### src/rtl/touch_debounce_pkg.sv
// -----------------------------------------------------------------------------
// touch_debounce_pkg
//   Shared definitions for the touch-panel pen-down conditioning block:
//   wake-suppression FSM state encoding, the electrical pen-down level of
//   PENIRQ, and default debounce timing (10 ms at 25 MHz).
// -----------------------------------------------------------------------------
package touch_debounce_pkg;

  // Wake-suppression FSM. The encodings are fixed so they read the same in
  // waveforms and in any software-visible debug taps.
  typedef enum logic [1:0] {
    ST_IDLE       = 2'd0,  // pen up (debounced)
    ST_PRESS_APP  = 2'd1,  // pen down, touch started with the backlight on
    ST_PRESS_WAKE = 2'd2   // pen down, touch started with the backlight off
  } touch_state_e;

  // PENIRQ is active-low: a 0 on the (synchronised) line means pen down.
  localparam logic PEN_DOWN = 1'b0;
  localparam logic PEN_UP   = 1'b1;

  // Default debounce window: 250000 cycles = 10 ms at 25 MHz.
  localparam int DEBOUNCE_CYCLES_DEF = 250000;
  localparam int CNT_W_DEF           = 18;

endpackage : touch_debounce_pkg

### src/rtl/touch_debounce_filter.sv
// -----------------------------------------------------------------------------
// debounce_filter
//   Two-flop synchroniser followed by a hold-time debouncer. A new level on
//   the synchronised input must persist for DEBOUNCE_CYCLES consecutive cycles
//   before the stable level follows it; any return to the stable level
//   restarts the count.
//
// Parameters
//   DEBOUNCE_CYCLES  consecutive cycles a new level must hold (>= 1)
//   CNT_W            counter width, 2**CNT_W >= DEBOUNCE_CYCLES
//
// Ports
//   i_Clk    in  system clock
//   i_Rst_n  in  synchronous active-low reset
//   i_Raw    in  asynchronous raw input (idles high)
//   o_Level  out registered stable level (raw polarity)
//   o_Rise   out strobe: stable level goes 0 -> 1 at the coming clock edge
//   o_Fall   out strobe: stable level goes 1 -> 0 at the coming clock edge
//
// o_Rise/o_Fall are decoded from the next-state logic so that a consumer can
// register its own reaction on the very edge where o_Level flips, with no
// extra pipeline stage between the filter and the consumer's outputs.
// -----------------------------------------------------------------------------
module debounce_filter
  import touch_debounce_pkg::*;
#(
  parameter int DEBOUNCE_CYCLES = DEBOUNCE_CYCLES_DEF,
  parameter int CNT_W           = CNT_W_DEF
) (
  input  logic i_Clk,
  input  logic i_Rst_n,
  input  logic i_Raw,
  output logic o_Level,
  output logic o_Rise,
  output logic o_Fall
);

  // Terminal count: the level flips on the edge where the counter would
  // otherwise step past this value, so the counter never wraps.
  localparam logic [CNT_W-1:0] CNT_LAST = CNT_W'(DEBOUNCE_CYCLES - 1);

  logic             sync1_q;
  logic             sync2_q;
  logic [CNT_W-1:0] cnt_q;
  logic [CNT_W-1:0] cnt_d;
  logic             level_q;
  logic             level_d;
  logic             flip;

  // Synchroniser. Nothing past sync2_q ever looks at the raw input.
  // NOTE: reset is synchronous (sampled on the clock edge), so it lives inside
  // the clocked branch rather than in the sensitivity list.
  always_ff @(posedge i_Clk) begin
    if (!i_Rst_n) begin
      sync1_q <= PEN_UP;
      sync2_q <= PEN_UP;
    end else begin
      // NOTE: non-blocking assignments make both flops sample the values from
      // before the edge; blocking ones would collapse the chain into one flop.
      sync1_q <= i_Raw;
      sync2_q <= sync1_q;
    end
  end

  // Debounce next-state.
  always_comb begin
    // NOTE: every combinational output gets a default first so no path
    // through the if/else leaves it unassigned (which would infer a latch).
    cnt_d   = cnt_q;
    level_d = level_q;
    flip    = 1'b0;
    if (sync2_q == level_q) begin
      // Input agrees with the accepted level: any partial count is discarded.
      cnt_d = '0;
    end else if (cnt_q == CNT_LAST) begin
      // New level has now been seen for DEBOUNCE_CYCLES consecutive cycles.
      level_d = ~level_q;
      cnt_d   = '0;
      flip    = 1'b1;
    end else begin
      cnt_d = cnt_q + 1'b1;
    end
  end

  always_ff @(posedge i_Clk) begin
    if (!i_Rst_n) begin
      cnt_q   <= '0;
      level_q <= PEN_UP;
    end else begin
      cnt_q   <= cnt_d;
      level_q <= level_d;
    end
  end

  assign o_Level = level_q;
  assign o_Rise  = flip & ~level_q;
  assign o_Fall  = flip &  level_q;

endmodule : debounce_filter

### src/rtl/touch_debounce.sv
// -----------------------------------------------------------------------------
// touch_debounce
//   Conditions the raw PENIRQ pen-down interrupt from the touch-panel
//   controller. The synchronised, debounced pen level drives the backlight
//   timer's touch input; a gated copy plus press/release pulses go to the
//   application. A touch that begins while the backlight is off only wakes the
//   display: the application never sees it, for its whole duration.
//
// Parameters
//   DEBOUNCE_CYCLES  consecutive cycles a new pen level must hold (>= 1)
//   CNT_W            debounce counter width, 2**CNT_W >= DEBOUNCE_CYCLES
//
// Ports
//   i_Clk       in  system clock, single domain
//   i_Rst_n     in  synchronous active-low reset
//   i_Pen_n     in  raw PENIRQ, asynchronous, 0 = pen down
//   i_Light     in  backlight state, 1 = on (registered upstream)
//   o_Touch     out debounced pen-down level, to the backlight timer
//   o_AppTouch  out debounced pen-down level, held 0 for a wake touch
//   o_Press     out one-cycle pulse, application press accepted
//   o_Release   out one-cycle pulse, application press ended
//
// All outputs are registered and update on the same edge as the debounced
// level, so o_Touch, o_AppTouch and o_Press/o_Release are edge-aligned.
// -----------------------------------------------------------------------------
module touch_debounce
  import touch_debounce_pkg::*;
#(
  parameter int DEBOUNCE_CYCLES = DEBOUNCE_CYCLES_DEF,
  parameter int CNT_W           = CNT_W_DEF
) (
  input  logic i_Clk,
  input  logic i_Rst_n,
  input  logic i_Pen_n,
  input  logic i_Light,
  output logic o_Touch,
  output logic o_AppTouch,
  output logic o_Press,
  output logic o_Release
);

  // ---------------------------------------------------------------------------
  // Synchronise + debounce
  // ---------------------------------------------------------------------------
  logic pen_level;     // debounced PENIRQ, raw polarity
  logic pen_up_evt;    // pen release accepted at the coming edge
  logic pen_down_evt;  // pen press accepted at the coming edge

  debounce_filter #(
    .DEBOUNCE_CYCLES (DEBOUNCE_CYCLES),
    .CNT_W           (CNT_W)
  ) u_filter (
    .i_Clk   (i_Clk),
    .i_Rst_n (i_Rst_n),
    .i_Raw   (i_Pen_n),
    .o_Level (pen_level),
    .o_Rise  (pen_up_evt),
    .o_Fall  (pen_down_evt)
  );

  // ---------------------------------------------------------------------------
  // Wake-suppression FSM
  // ---------------------------------------------------------------------------
  touch_state_e state_q;
  touch_state_e state_d;

  always_ff @(posedge i_Clk) begin
    if (!i_Rst_n) begin
      state_q <= ST_IDLE;
    end else begin
      state_q <= state_d;
    end
  end

  // i_Light is only looked at on the press edge. At that point the backlight
  // timer has not yet seen this touch (o_Touch reaches it a cycle later), so
  // the sampled value is the backlight state from before the touch. Once a
  // press is classified, backlight changes do not reclassify it.
  always_comb begin
    state_d = state_q;
    unique case (state_q)
      ST_IDLE: begin
        if (pen_down_evt) begin
          state_d = i_Light ? ST_PRESS_APP : ST_PRESS_WAKE;
        end
      end
      ST_PRESS_APP,
      ST_PRESS_WAKE: begin
        if (pen_up_evt) begin
          state_d = ST_IDLE;
        end
      end
      default: state_d = ST_IDLE;
    endcase
  end

  // ---------------------------------------------------------------------------
  // Output decode (next values of the output registers)
  // ---------------------------------------------------------------------------
  logic touch_d;
  logic app_touch_d;
  logic press_d;
  logic release_d;

  always_comb begin
    // Touch level follows the filter's next level, independent of the FSM.
    if (pen_down_evt) begin
      touch_d = 1'b1;
    end else if (pen_up_evt) begin
      touch_d = 1'b0;
    end else begin
      touch_d = (pen_level == PEN_DOWN);
    end

    // Decoding the gated level from the next state lines it up with touch_d
    // on both the press and the release edge.
    app_touch_d = (state_d == ST_PRESS_APP);
    press_d     = (state_q == ST_IDLE) && pen_down_evt && i_Light;
    release_d   = (state_q == ST_PRESS_APP) && pen_up_evt;
  end

  // Output registers. Reset clears them without emitting a release, so a
  // press in flight at reset is abandoned silently.
  logic touch_q;
  logic app_touch_q;
  logic press_q;
  logic release_q;

  always_ff @(posedge i_Clk) begin
    if (!i_Rst_n) begin
      touch_q     <= 1'b0;
      app_touch_q <= 1'b0;
      press_q     <= 1'b0;
      release_q   <= 1'b0;
    end else begin
      touch_q     <= touch_d;
      app_touch_q <= app_touch_d;
      press_q     <= press_d;
      release_q   <= release_d;
    end
  end

  assign o_Touch    = touch_q;
  assign o_AppTouch = app_touch_q;
  assign o_Press    = press_q;
  assign o_Release  = release_q;

endmodule : touch_debounce

### config.mk
export PLATFORM = sky130hd
export DESIGN_NAME = touch_debounce
export DESIGN_NICKNAME = d
export VERILOG_FILES = /design/src/rtl/touch_debounce_pkg.sv /design/src/rtl/touch_debounce_filter.sv /design/src/rtl/touch_debounce.sv
export SDC_FILE = /design/constraint.sdc
export NUM_CORES = 1
export LEC_CHECK = 0
export ABC_AREA = 1
export CORE_ASPECT_RATIO = 2
export CORE_MARGIN = 2
export CORE_UTILIZATION = 54
export DETAILED_ROUTE_END_ITERATION = 8
export GPL_TIMING_DRIVEN = 1
export MAX_ROUTING_LAYER = met4
export PLACE_DENSITY_LB_ADDON = 0.25
export SYNTH_ARGS = -nofsm -noshare
export SYNTH_HDL_FRONTEND = slang
export SYNTH_SLANG_ARGS = --single-unit
### constraint.sdc
create_clock -name i_Clk -period 2.6 [get_ports i_Clk]
set_input_delay 0.52 -clock i_Clk [delete_from_list [all_inputs] [get_ports i_Clk]]
set_output_delay 0.52 -clock i_Clk [all_outputs]
set_load 0.02 [all_outputs]
==> flow_summary.toml <==
[status]
status = "finished, final reports clean"

[grt]
use_met3_pct = 2.57
grtUsageMet2_pct = 39.8
track_usage_pct = 23.1
grt_max_degree = 18
use_met1_pct = 22.2
grt_pass1_vias = 1215
antenna_found_initial = 0
gr-total-overflow = 0
grt-busiest-layer = "met2"
grt_pass1_wl_um = 4930

[floorplanning]
core_region_area_um2 = 2570
io_pins = 8
dieArea_um2 = 3150
initial_core_util_pct = 56.6
dieWidth_um = 40.7
rows = 26
die_y_um = 77.4

[detailed_routing]
vias = 1208
routed_via_density = 5.21
drc_errors = 0
drt_iter0_drc = 32
detail-route-antenna-nets = 0
wire_per_inst_um = 12.3
dr.pass1.iters = 4
drt_wl_total_um = 2850

[synthesis]
seq_area_frac_synth_pct = 37.2
ys_ff_latch = 27
syn_avg_cell_area_um2 = 7.49
synth_nets = 204
ys_types = 25
syn_area_um2 = 1450
yosysWarnings = 0
synthCells = 194

[timing]
holdWs_ns = 0.434
slew_violations = 0
finalCriticalPeriod_ns = 2.12
setup_ws_ns = 0.478
clock.fmax_mhz = 471
rsz0062_at_grt = "no"
fin_skew_ns = 0.00626
slew_headroom_pct = 77.2
final.setup.tns_ns = 0
worst_pin_slew_ns = 0.342
final_hold_viol_count = 0
finalCritPeriodShare_pct = 81.6
setup_viol = 0

[place]
hpwl_um = 2360
io_buffers = 7
place.gp.congestion = 0.907
placed_area_um2 = 1540
place_ws_ns = 0.501

[pwr]
share_seq_of_total_power_pct = 61.6
pwr-share-comb_pct = 2.3
cellPowerDensity_nw_per_um2 = 426
p_switching_uw = 145
switching_share_pct = 21.5
p_int_uw = 531
leakage_uw = 0.000553
irDropWorstVdd_v = 0.000354
clockPowerShare_pct = 36.1

[critical_path]
cpPeakStageDelay_ns = 0.40
required_ns = 2.77
critical_path_peak_fanout = 5
reg2reg_from = "u_filter.cnt_q[0]"
crit_slowest_cell = "dfxtp_1"
critical_path.startpoint_type = "flip-flop"
worst-path-stages = 11
crit_chain = "ha_1 -> nand2_1 -> nor2_2 -> nand3_1 -> nor3b_1 -> ha_1 -> nand2_1 -> o211ai_1 -> o21ai_0 -> nand3_1 -> nor2_1"
r2r_cells = 11
rr_endpoint = "o_AppTouch"
startpoint = "u_filter.cnt_q[0]"
critPathCapture = "o_AppTouch"
cp.arrival_ns = 2.29
critical-path-top-delay-family = "simple AND/OR/NAND/NOR gates"
path_class = "flip-flop to flip-flop"
critPathBufInv = 0
end_kind = "flip-flop"
r2r_slack_ns = 0.48

[clocking]
cts_buffer_depth = 2
clock_latency_ns = 0.28
htreeDepth = 1
cts_sinks = 27
cts_resized = 0
post_cts_buffers = 0
cts_hold_buf = 0
cts_made_buffers = 3
clkTransAtPathRegs_ns = 0.09
cts_root_buf = "clkbuf_8"
tritoncts = "done"

[layout]
drive_above_1_share_pct = 15.2
regArea_um2 = 541
multi_input_comb_area_um2 = 788
area_growth_pct = 9.21
stdcell_area_um2 = 1590
n_fill_cell = 234
fin_nets = 215
diodes = 0

[worst_hold_path]
hold_path_class = "flip-flop to flip-flop"

[flow_run]
cap_violations = 0
how the worst min path moves through the flow:
stage | to | cells past startpoint | slack (ns) | startpoint
after floorplan | u_filter.sync2_q | 1 | 0.39 | u_filter.sync1_q
after global placement | u_filter.sync2_q | 1 | 0.40 | u_filter.sync1_q
after detailed placement | u_filter.sync2_q | 1 | 0.41 | u_filter.sync1_q
after CTS | u_filter.sync2_q | 1 | 0.44 | u_filter.sync1_q
after global routing | u_filter.sync2_q | 1 | 0.45 | u_filter.sync1_q
final | u_filter.sync2_q | 1 | 0.43 | u_filter.sync1_q
synthesized netlist by cell type:
| library cell | n | area (um2) |
|---|---|---|
| nor3_2 | 1 | 10.0 |
| o21ai_0 | 3 | 15.0 |
| xor2_2 | 1 | 16.3 |
| nand3_2 | 3 | 30.0 |
| nand2_2 | 3 | 18.8 |
| buf_12 | 1 | 20.0 |
| xnor2_1 | 1 | 8.76 |
| nor3b_1 | 1 | 7.51 |
| o211ai_1 | 1 | 7.51 |
| nor2_4 | 4 | 45.0 |
| nand3b_1 | 1 | 7.51 |
| nor2_2 | 11 | 68.8 |
| o21ai_1 | 1 | 5.00 |
| xor2_1 | 10 | 87.6 |
| nand3_1 | 11 | 55.1 |
| nand3_4 | 1 | 17.5 |
| or2_2 | 2 | 12.5 |
| nor2_1 | 32 | 120 |
| nand2_1 | 41 | 154 |
| inv_2 | 1 | 3.75 |
| nand4_1 | 3 | 18.8 |
| dfxtp_1 | 27 | 541 |
| o21bai_1 | 1 | 7.51 |
| inv_1 | 27 | 101 |
| ha_1 | 6 | 75.1 |
stage by stage:
stage	power (uW)	std cells	util, %
after floorplan	435	194	-
after global placement	442	228	59.9
after detailed placement	442	228	59.9
after CTS	680	232	61.8
after global routing	703	232	61.8
final	676	232	61.8
power by group through the flow:
stage	Sequential [uW]	Combinational (uW)	Clock, uW
final	416	15.5	244
after global routing	417	17.0	269
after CTS	417	16.1	248
after detailed placement	426	16.0	0
after global placement	426	15.5	0
after floorplan	426	9.30	0
cell type report:
class | count | area share [%]
Clock buffer | 3 | 2.60
Inverter | 28 | 6.62
Sequential cell | 27 | 34.0
Multi-Input combinational cell | 138 | 49.6
Tap cell | 28 | 2.21
Timing Repair Buffer | 7 | 4.41
Clock inverter | 1 | 0.473
placed cells by master, fill, tap and decap left out, drive strengths merged, types with 4 or more instances in the layout:
cell type and count:
nor2 47, o21ai 4, dfxtp 27, nand3 15, ha 6, xor2 11
nand2 44, clkdlybuf4s50 7, inv 28
state kept, by name, indices dropped and copies added, names as in the netlist:
register and count:
o_AppTouch 1, o_Press 1, o_Release 1, o_Touch 1, state_q 2, u_filter.cnt_q 18
u_filter.o_Level 1, u_filter.sync1_q 1, u_filter.sync2_q 1
cell families after synthesis:
family,Yosys count,share of synthesized area (%)
buffers and inverters,29,8.61
adder cells (fa/ha/maj),6,5.16
flip-flops,27,37.2
AO/OA/AOI/OAI,6,2.41
XOR/XNOR,12,7.75
AND/OR/NAND/NOR,114,38.9
metal layers:
layer  part of all wire [%]  vias up
met4                    4.5        0
met1                     34      561
li1                       -      613
met5                      0        -
met3                    2.0       11
met2                     59       23
Power figures use the tool's default switching activity.
